===== src/rtl/tlul_host_arb_n.sv =====
// rtl/tlul_host_arb_n.sv - N-host to 1-device TL-UL arbiter with in-order response tag FIFO
// TL-UL channels are flattened per host: host h occupies slice [h*W +: W] of each field bus.
module tlul_host_arb_n #(
    parameter int NumHosts       = 2,
    parameter int MaxOutstanding = 4,
    parameter bit FixedPrio      = 1'b0
) (
    input  logic                                clk_i,
    input  logic                                rst_i,
    input  logic [NumHosts-1:0]                 tl_host_a_valid_i,
    input  logic [NumHosts*3-1:0]               tl_host_a_opcode_i,
    input  logic [NumHosts*32-1:0]              tl_host_a_address_i,
    input  logic [NumHosts*32-1:0]              tl_host_a_data_i,
    input  logic [NumHosts*4-1:0]               tl_host_a_mask_i,
    input  logic [NumHosts-1:0]                 tl_host_d_ready_i,
    output logic [NumHosts-1:0]                 tl_host_a_ready_o,
    output logic [NumHosts-1:0]                 tl_host_d_valid_o,
    output logic [NumHosts*3-1:0]               tl_host_d_opcode_o,
    output logic [NumHosts*32-1:0]              tl_host_d_data_o,
    output logic [NumHosts-1:0]                 tl_host_d_error_o,
    output logic                                tl_dev_a_valid_o,
    output logic [2:0]                          tl_dev_a_opcode_o,
    output logic [31:0]                         tl_dev_a_address_o,
    output logic [31:0]                         tl_dev_a_data_o,
    output logic [3:0]                          tl_dev_a_mask_o,
    output logic                                tl_dev_d_ready_o,
    input  logic                                tl_dev_a_ready_i,
    input  logic                                tl_dev_d_valid_i,
    input  logic [2:0]                          tl_dev_d_opcode_i,
    input  logic [31:0]                         tl_dev_d_data_i,
    input  logic                                tl_dev_d_error_i,
    output logic [$clog2(MaxOutstanding+1)-1:0] outstanding_o,
    output logic                                err_unexp_rsp_o
);
    localparam int PW = (NumHosts > 1) ? $clog2(NumHosts) : 1;
    localparam int FW = (MaxOutstanding > 1) ? $clog2(MaxOutstanding) : 1;
    localparam int CW = $clog2(MaxOutstanding + 1);

    typedef enum logic {IDLE, HOLD} state_e;

    state_e        state_q, state_d;
    logic [PW-1:0] grant_q, grant_idx, arb_idx, ptr_q, head;
    logic          grant_valid, any_req, found;
    logic [PW-1:0] tag_mem [MaxOutstanding];
    logic [FW-1:0] wr_ptr_q, rd_ptr_q;
    logic [CW-1:0] count_q;
    logic          full, empty, a_hs, d_hs;

    assign full          = (count_q == CW'(MaxOutstanding));
    assign empty         = (count_q == '0);
    assign head          = tag_mem[rd_ptr_q];
    assign a_hs          = grant_valid & tl_dev_a_ready_i & ~rst_i;
    assign d_hs          = ~empty & tl_dev_d_valid_i & tl_dev_d_ready_o;
    assign outstanding_o = count_q;

    always_comb begin : arbitrate
        arb_idx = '0;
        found   = 1'b0;
        any_req = |tl_host_a_valid_i;
        if (FixedPrio) begin
            for (int h = NumHosts - 1; h >= 0; h--) begin
                if (tl_host_a_valid_i[h]) arb_idx = PW'(h);
            end
        end else begin
            // Rotating search starting at ptr so the last winner goes to the back
            for (int off = 0; off < NumHosts; off++) begin
                if (!found && tl_host_a_valid_i[(int'(ptr_q) + off) % NumHosts]) begin
                    arb_idx = PW'((int'(ptr_q) + off) % NumHosts);
                    found   = 1'b1;
                end
            end
        end
    end

    always_comb begin : fsm
        state_d     = state_q;
        grant_valid = 1'b0;
        grant_idx   = grant_q;
        case (state_q)
            IDLE: begin
                if (!full && any_req) begin
                    grant_valid = 1'b1;
                    grant_idx   = arb_idx;
                    if (!tl_dev_a_ready_i) state_d = HOLD;
                end
            end
            HOLD: begin
                grant_valid = 1'b1;
                if (tl_dev_a_ready_i) state_d = IDLE;
            end
            default: state_d = IDLE;
        endcase
    end

    always_comb begin : route
        tl_host_a_ready_o  = '0;
        tl_host_d_valid_o  = '0;
        tl_host_d_opcode_o = '0;
        tl_host_d_data_o   = '0;
        tl_host_d_error_o  = '0;
        tl_dev_a_valid_o   = 1'b0;
        tl_dev_a_opcode_o  = '0;
        tl_dev_a_address_o = '0;
        tl_dev_a_data_o    = '0;
        tl_dev_a_mask_o    = '0;
        tl_dev_d_ready_o   = 1'b0;
        err_unexp_rsp_o    = 1'b0;
        // Outputs are forced low while reset is held, independent of the clock
        if (!rst_i) begin
            if (grant_valid) begin
                tl_dev_a_valid_o = 1'b1;
                for (int h = 0; h < NumHosts; h++) begin
                    if (grant_idx == PW'(h)) begin
                        tl_dev_a_opcode_o    = tl_host_a_opcode_i[h*3 +: 3];
                        tl_dev_a_address_o   = tl_host_a_address_i[h*32 +: 32];
                        tl_dev_a_data_o      = tl_host_a_data_i[h*32 +: 32];
                        tl_dev_a_mask_o      = tl_host_a_mask_i[h*4 +: 4];
                        tl_host_a_ready_o[h] = tl_dev_a_ready_i;
                    end
                end
            end
            if (empty) begin
                // Nobody owns this beat: swallow it and flag it
                tl_dev_d_ready_o = tl_dev_d_valid_i;
                err_unexp_rsp_o  = tl_dev_d_valid_i;
            end else begin
                for (int h = 0; h < NumHosts; h++) begin
                    if (head == PW'(h)) begin
                        tl_host_d_valid_o[h]         = tl_dev_d_valid_i;
                        tl_host_d_opcode_o[h*3 +: 3] = tl_dev_d_opcode_i;
                        tl_host_d_data_o[h*32 +: 32] = tl_dev_d_data_i;
                        tl_host_d_error_o[h]         = tl_dev_d_error_i;
                        tl_dev_d_ready_o             = tl_host_d_ready_i[h];
                    end
                end
            end
        end
    end

    always_ff @(posedge clk_i or posedge rst_i) begin
        if (rst_i) begin
            state_q  <= IDLE;
            grant_q  <= '0;
            ptr_q    <= '0;
            wr_ptr_q <= '0;
            rd_ptr_q <= '0;
            count_q  <= '0;
        end else begin
            state_q <= state_d;
            if (state_q == IDLE && grant_valid) grant_q <= grant_idx;
            if (a_hs) begin
                wr_ptr_q <= (wr_ptr_q == FW'(MaxOutstanding - 1)) ? '0 : wr_ptr_q + 1'b1;
                if (!FixedPrio) ptr_q <= (grant_idx == PW'(NumHosts - 1)) ? '0 : grant_idx + 1'b1;
            end
            if (d_hs) rd_ptr_q <= (rd_ptr_q == FW'(MaxOutstanding - 1)) ? '0 : rd_ptr_q + 1'b1;
            if (a_hs && !d_hs)      count_q <= count_q + 1'b1;
            else if (!a_hs && d_hs) count_q <= count_q - 1'b1;
        end
    end

    always_ff @(posedge clk_i) begin
        if (a_hs) tag_mem[wr_ptr_q] <= grant_idx;
    end
endmodule


===== config.mk =====
export PLATFORM = sky130hd
export DESIGN_NAME = tlul_host_arb_n
export DESIGN_NICKNAME = d
export VERILOG_FILES = /design/src/rtl/tlul_host_arb_n.sv
export SDC_FILE = /design/constraint.sdc
export NUM_CORES = 1
export LEC_CHECK = 0
export CORE_AREA = 8 8 126 128
export CTS_CLUSTER_SIZE = 14
export DETAILED_ROUTE_END_ITERATION = 10
export DIE_AREA = 0 0 134 136
export PLACE_DENSITY = 0.65
export REMOVE_ABC_BUFFERS = 1
export SLEW_MARGIN = 20
export SYNTH_ARGS = -nofsm -noshare
export SYNTH_HDL_FRONTEND = slang
export SYNTH_SLANG_ARGS = --single-unit

===== constraint.sdc =====
create_clock -name clk_i -period 2.7 [get_ports clk_i]
set_input_delay 0.54 -clock clk_i [delete_from_list [all_inputs] [get_ports clk_i]]
set_output_delay 0.54 -clock clk_i [all_outputs]
set_load 0.01 [all_outputs]

=== Word-level counts from Yosys, hierarchy flattened ===
Memory sizes are Yosys's and may differ from the RTL's.
Index checks and enable logic that the tools add are counted.

* $lt $le $gt $ge: 2
* Eq/ne operators: 3
* Shift-type cells: 0
* Multiplexer cells: 61
* Bitwise logic cells: 8
* Multiply operators: 0
* Reductions and logical operators: 12
* Add/sub/neg operators: 6
* Divide/modulo/power cells: 0

{| class="wikitable"
|+ Operators with widths
! operator !! count
|-
| $mux 32 || 8
|-
| $mux 64 || 2
|-
| $mux 1 || 29
|-
| $mux 3 || 7
|-
| $mux 2 || 8
|-
| $mux 4 || 3
|-
| $mux 6 || 2
|-
| $logic_and 1x1->1 || 5
|-
| $add 2x1->2 const B || 2
|-
| $and 1x1->1 || 4
|-
| $eq 2x2->1 const B || 2
|-
| $logic_not 1->1 || 4
|-
| $pmux 1 s2 || 2
|-
| $add 3x1->3 const B || 1
|-
| $eq 3x3->1 const B || 1
|-
| $logic_not 3->1 || 1
|-
| $lt 2x3->1 const B || 1
|-
| $not 1->1 || 3
|-
| $sub 3x1->3 const B || 1
|-
| $add 1x1->1 const B || 2
|-
| $lt 1x2->1 const B || 1
|-
| $reduce_bool 2->1 || 1
|-
| $reduce_or 2->1 || 1
|-
| $and 1x1->1 const A || 1
|}

* Output and inout bits: 153
* Bits in writable memories: 4
* Logic and storage cells: 99
* Register bits: 10
* Input bits: 186
* Latch bits: 0
* Memories: 1
* Memory bits (read-only): 0

{| class="wikitable"
|+ Memories
! name !! depth !! width !! rd ports !! clocked after memory_dff !! wr ports !! line !! text
|-
| tag_mem || 4 || 1 || 1 || 0 || 1 || 44 || <nowiki>logic [PW-1:0] tag_mem [MaxOutstanding];</nowiki>
|}

=== Logic depth before layout (Yosys ltp) ===
* Depth after elaboration: 12
* Gate-level depth with buffers: 11
* Depth with buffers taken out: 10

=== Worst setup path after synthesis ===
Ideal clock, no wire load.

* Kind: register to register
* Start point: reg count_q[1], in the netlist outstanding_o[1]
* End point: reg count_q[1], in the netlist outstanding_o[1]
* Slack: 0.313 ns
* Required time: 2.575 ns
* Cell stages (with the launch flop): 10
* Arrival: 2.262 ns
* Library setup time: 0.125 ns
* Buffers on the path: 1
* Period minus slack after synthesis: 2.387 ns
* Cell sequence: dfrtp_1 nor3b_2 o21bai_1 buf_2 nand3_1 clkinv_1 ha_1 inv_1 fa_1 mux2_2

* Word-level cells in the longest chain between the ends: 10
* Elaborated cells on any way between the ends: 22
* Those cells by class: add/sub: 2; eq/ne: 1; mux: 6; bitwise: 5; reduce/logical: 8

{| class="wikitable"
|+ Ends and longest elaborated chain
! item !! line !! text
|-
| start: declaration || 46 || <nowiki>logic [CW-1:0] count_q;</nowiki>
|-
| start signal: assignment || 156 || <nowiki>if (a_hs && !d_hs) count_q <= count_q + 1'b1;</nowiki>
|-
| start signal: assignment || 157 || <nowiki>else if (!a_hs && d_hs) count_q <= count_q - 1'b1;</nowiki>
|-
| $eq 3x3->1 * || 49 || <nowiki>assign full = (count_q == CW'(MaxOutstanding));</nowiki>
|-
| $logic_not 1->1 * || 81 || <nowiki>if (!full && any_req) begin</nowiki>
|-
| $logic_and 1x1->1 * || 81 ||
|-
| $mux 1 * || 81 ||
|-
| $pmux 1 s2 * || 79 || <nowiki>case (state_q)</nowiki>
|-
| $and 1x1->1 * (2 in a row) || 52 || <nowiki>assign a_hs = grant_valid & tl_dev_a_ready_i & ~rst_i;</nowiki>
|-
| net a_hs || 47 || <nowiki>logic full, empty, a_hs, d_hs;</nowiki>
|-
| $logic_not 1->1 || 157 ||
|-
| $logic_and 1x1->1 || 157 ||
|-
| $reduce_bool 2->1 (no source line) || n/a ||
|}

Mark *: on every way through the listed nets, which the timed path passes. The rest lies on a longest branch. The select of a mux whose other input is x is not followed.
A chain may end at the register's enable or synchronous reset.

=== Worst setup path after layout ===
* Start point: reg count_q[0], in the netlist outstanding_o[0]
* End point: out tl_dev_a_address_o[7]

* Word-level cells in the longest chain between the ends: 8
* Elaborated cells on any way between the ends: 10
* Those cells by class: eq/ne: 1; mux: 7; reduce/logical: 2

{| class="wikitable"
|+ Ends and longest elaborated chain
! item !! line !! text
|-
| $eq 3x3->1 * || 49 ||
|-
| $logic_not 1->1 * || 81 ||
|-
| $logic_and 1x1->1 * || 81 ||
|-
| $mux 1 || 81 ||
|-
| $mux 1 || 79 ||
|-
| $mux 32 || 113 || <nowiki>if (grant_idx == PW'(h)) begin</nowiki>
|-
| $mux 32 * || 110 || <nowiki>if (grant_valid) begin</nowiki>
|-
| $mux 32 * || 109 || <nowiki>if (!rst_i) begin</nowiki>
|-
| end: declaration || 23 || <nowiki>output logic [31:0] tl_dev_a_address_o,</nowiki>
|}

Mark *: on every way between the ends. The rest lies on a longest branch, timed or not.

==> implementation parameters <==
Parameter                              Value

Clocking
  TritonCTS sink count    14
  Cts bufs inserted    3
  Insertion delay to the later sink of the worst-skew pair    240 ps
  Buffer depth of the longest clock path    2
  Clock root cell    clkbuf_16
  TritonCTS clock tree    done
  Clock-pin slew reported for the worst setup and hold paths after clock tree synthesis    50 ps
  CTS H-Tree Depth    1
  Hold buffer count at cts    0

Logic synthesis
  Top FF cell, synth    dfrtp_1
  Area share of the leading cell type in the synthesized netlist    0.219
  Share of synthesized flip-flops with an asynchronous set or reset    0.714
  Number of warnings reported in the yosys synthesis log    0
  Most used standard cell by instance count after synthesis    nor2_1
  Sequential fraction of the synthesis area    0.130
  EDFF count, synth    4
  Cell type contributing the most total cell area after synthesis    o2111ai_1
  Most used standard cells in the synthesized netlist    83 x nor2_1, 73 x nand3_1, 71 x o2111ai_1, 60 x o21ai_0, 54 x clkbuf_1
  Top cells by area in the synthesized netlist    o2111ai_1 22%, nand3_1 13%, nor2_1 11%
  Netlist cell types    32
  Synth Register Bits    14
  Cell area after synthesis    2840 µm²
  Post-synthesis instance total    461
  Average cell area after synthesis    6.16 µm²

Finish
  Synthesis-to-layout area growth    157%
  Fraction of final layout cells sized beyond drive strength 1    0.265
  Final Core Density    0.519
  Number of filler instances in the final layout    1381
  Final cell count without fillers    1013
  Combined area of the multi-input logic cells    2430 µm²
  Net count reported at finish    1018
  Sequential cell area    372 µm²

Detailed routing
  Wirelength per Cell    20.7 µm
  Routed vias/inst    5.13
  Iteration-0 DRC Markers    170
  DRT antenna net count    0
  DRC violation count after routing    0
  Drt first pass iters    5
  Detailed Route WL    21000 µm
  Vias post-DR    5192

Job
  Count of max-cap constraint violations    0

STA
  Worst setup skew after layout    0.783 ps
  Fraction of the cycle the final worst path needs    1.01
  Count of final setup violators    4
  Setup slack of the critical path after layout    -30.3 ps
  Highest clock frequency the design can meet    366 MHz
  Final hold vios    0
  Actual slew at the worst max-slew pin    343 ps
  Max-slew headroom    0.771
  RSZ-0062 raised after global routing    yes
  Shortest period the worst path allows    2730 ps
  Number of max-slew violations in the final report    0

GRT
  Largest net degree at the start of global routing    38
  Total congestion overflow    0
  GRT Overall Usage    0.215
  Wire length of the first global-routing pass    31000 µm
  Number of global-route vias before repair    5370
  Number of antenna violations at the first check in global routing    5

Status
  Run status    finished, violations left
  Violated checks    setup timing

Critical path
  Type of element launching the critical path    flip-flop
  Highest cell delay on the worst timing path    410 ps
  Critical-path cell with the highest stage delay    dfrtp_1
  Worst-path maximum fanout    7
  Reg2reg end    outstanding_o[1]
  Worst Path Required    2160 ps
  Worst endpoint data arrival time    2190 ps
  CP Buf/Inv Count    5
  Category of cells accounting for the largest share of critical-path delay    buffers and inverters
  Critical setup path kind    reg -> out
  Nature of the critical path endpoint    output pin
  FF-to-FF path depth    11
  Internal reg-to-reg setup slack    160 ps
  Launch instance of the worst register-to-register path    outstanding_o[0]
  List of cells traversed by the critical path    nor3b_4, a2111oi_4, buf_4, or2_4, buf_12, buf_16, buf_6, o21ai_2, buf_2

Min path
  Worst hold path startpoint    outstanding_o[2]
  Min-delay worst type    reg -> reg
  Worst hold path endpoint    outstanding_o[2]
  Worst hold path cell count    2

Place
  Number of placed instances with taps included    981
  Total half-perimeter wirelength after legalization and detailed placement    16300 µm
  Weighted congestion reported at the end of routability-driven placement    0.899
  Buffers on Ports    338

Pwr
  Portion of total power attributed to combinational logic    0.867
  Internal portion of total power    0.00266 W
  Areal power density over the cells    699 nW/µm²
  Sequential share of power    0.078
  Share of total power consumed by net switching    0.478
  Clock network fraction of design power    0.055
  Switching power summed over all nets    0.00244 W
  Leakage dissipation    3.27 nW
  VDD IR-drop max    0.371 mV

Floorplan
  Die width    134 µm
  Area of the die    18200 µm²
  Floorplan core area    14000 µm²
  I/O pin count    339
  Num rows    44
  Die boundary height    136 µm
  Starting density of the core    0.202
-- area by class of cell --
class	instances	area share
timing repair buffer	425	0.566
multi-input combinational	370	0.333
sequential	14	0.0510
tap	184	0.0316
clock buffer	3	0.0103
inverter	11	0.00601
antenna	5	0.00172
clock inverter	1	0.000515
-- worst min-delay path: cells and delay by family (launching register included) --
kind	cells	cell delay [ps]
flip-flops	1	350
buffers and inverters	1	130
XOR/XNOR	1	60
-- power groups by stage --
stage               registers [W]  clock network [W]  logic (W)
floorplan                0.000403                  0    0.00157
global placement         0.000383                  0    0.00395
detailed placement       0.000390                  0    0.00401
CTS                      0.000387           0.000290    0.00436
global route             0.000410           0.000303    0.00475
finish                   0.000398           0.000282    0.00442
-- logic make-up after synthesis --
| family | share of synthesized area |
|---|---|
| buffers and inverters | 0.106 |
| muxes | 0.0428 |
| DFF | 0.130 |
| adders and majority gates | 0.0335 |
| xor gates and xnor gates | 0.00926 |
| and+or+nand+nor | 0.313 |
| AOI/OAI and AO/OA | 0.365 |
-- stage by stage --
stage / TNS [ps] / total power [W] / area, µm² / hold slack [ps] / worst slack (ps)
floorplan: -487650 / 0.00197 / 2580 / 525 / -4650
global placement: -55040 / 0.00434 / 6890 / 544 / -746
detailed placement: -54950 / 0.00440 / 6890 / 568 / -719
CTS: -1910 / 0.00504 / 7160 / 575 / -123
global route: -1370 / 0.00546 / 7290 / 609 / -150
finish: -96.7 / 0.00510 / 7290 / 584 / -30.3
-- cells in the final DEF (no fill, tap or decap), types with 20 or more instances in the layout --
cell type,count
clkdlybuf4s50_1,187
o2111ai_1,58
nand2_1,36
nor2_1,82
nand3_1,71
buf_2,69
dlygate4sd2_1,55
o21ai_1,33
buf_4,41
o21ai_0,20
-- how the worst max path moves through the flow --
stage / start / to / slack (ps) / depth (start not counted)
4_1_cts: outstanding_o[1] / tl_dev_a_address_o[28] / -120 / 11
6_report: outstanding_o[0] / tl_dev_a_address_o[7] / -30 / 9
3_5_place_dp: tl_host_a_valid_i[1] / tl_dev_a_address_o[9] / -720 / 7
5_1_grt: outstanding_o[0] / tl_dev_a_address_o[28] / -150 / 9
3_3_place_gp: tl_host_a_valid_i[1] / tl_dev_a_mask_o[2] / -750 / 7
2_1_floorplan: outstanding_o[2] / outstanding_o[2] / -4650 / 10
-- routing by layer --
layer | wire (µm) | up-vias | GRT usage
met5 | 0 | - | 0
met4 | 703 | 0 | 0.0898
met3 | 2110 | 41 | 0.0658
met2 | 11000 | 292 | 0.412
met1 | 7180 | 2411 | 0.209
li1 | - | 2448 | -
-- sequential cells by signal, indices dropped and copies added (netlist names) --
name and cells:
grant_q 1, outstanding_o 3, state_q 1, tag_mem 4, wr_ptr_q 2, ptr_q 1, rd_ptr_q 2
-- repair_timing --
action / 4_1_cts / 5_1_grt
endpoints found under the setup margin: 152 / 83
pin swaps: 17 / 10
gates resized for setup: 504 / 54
cloned: 8 / 0
setup buffers: 18 / 1
Power figures use the tool's default switching activity.
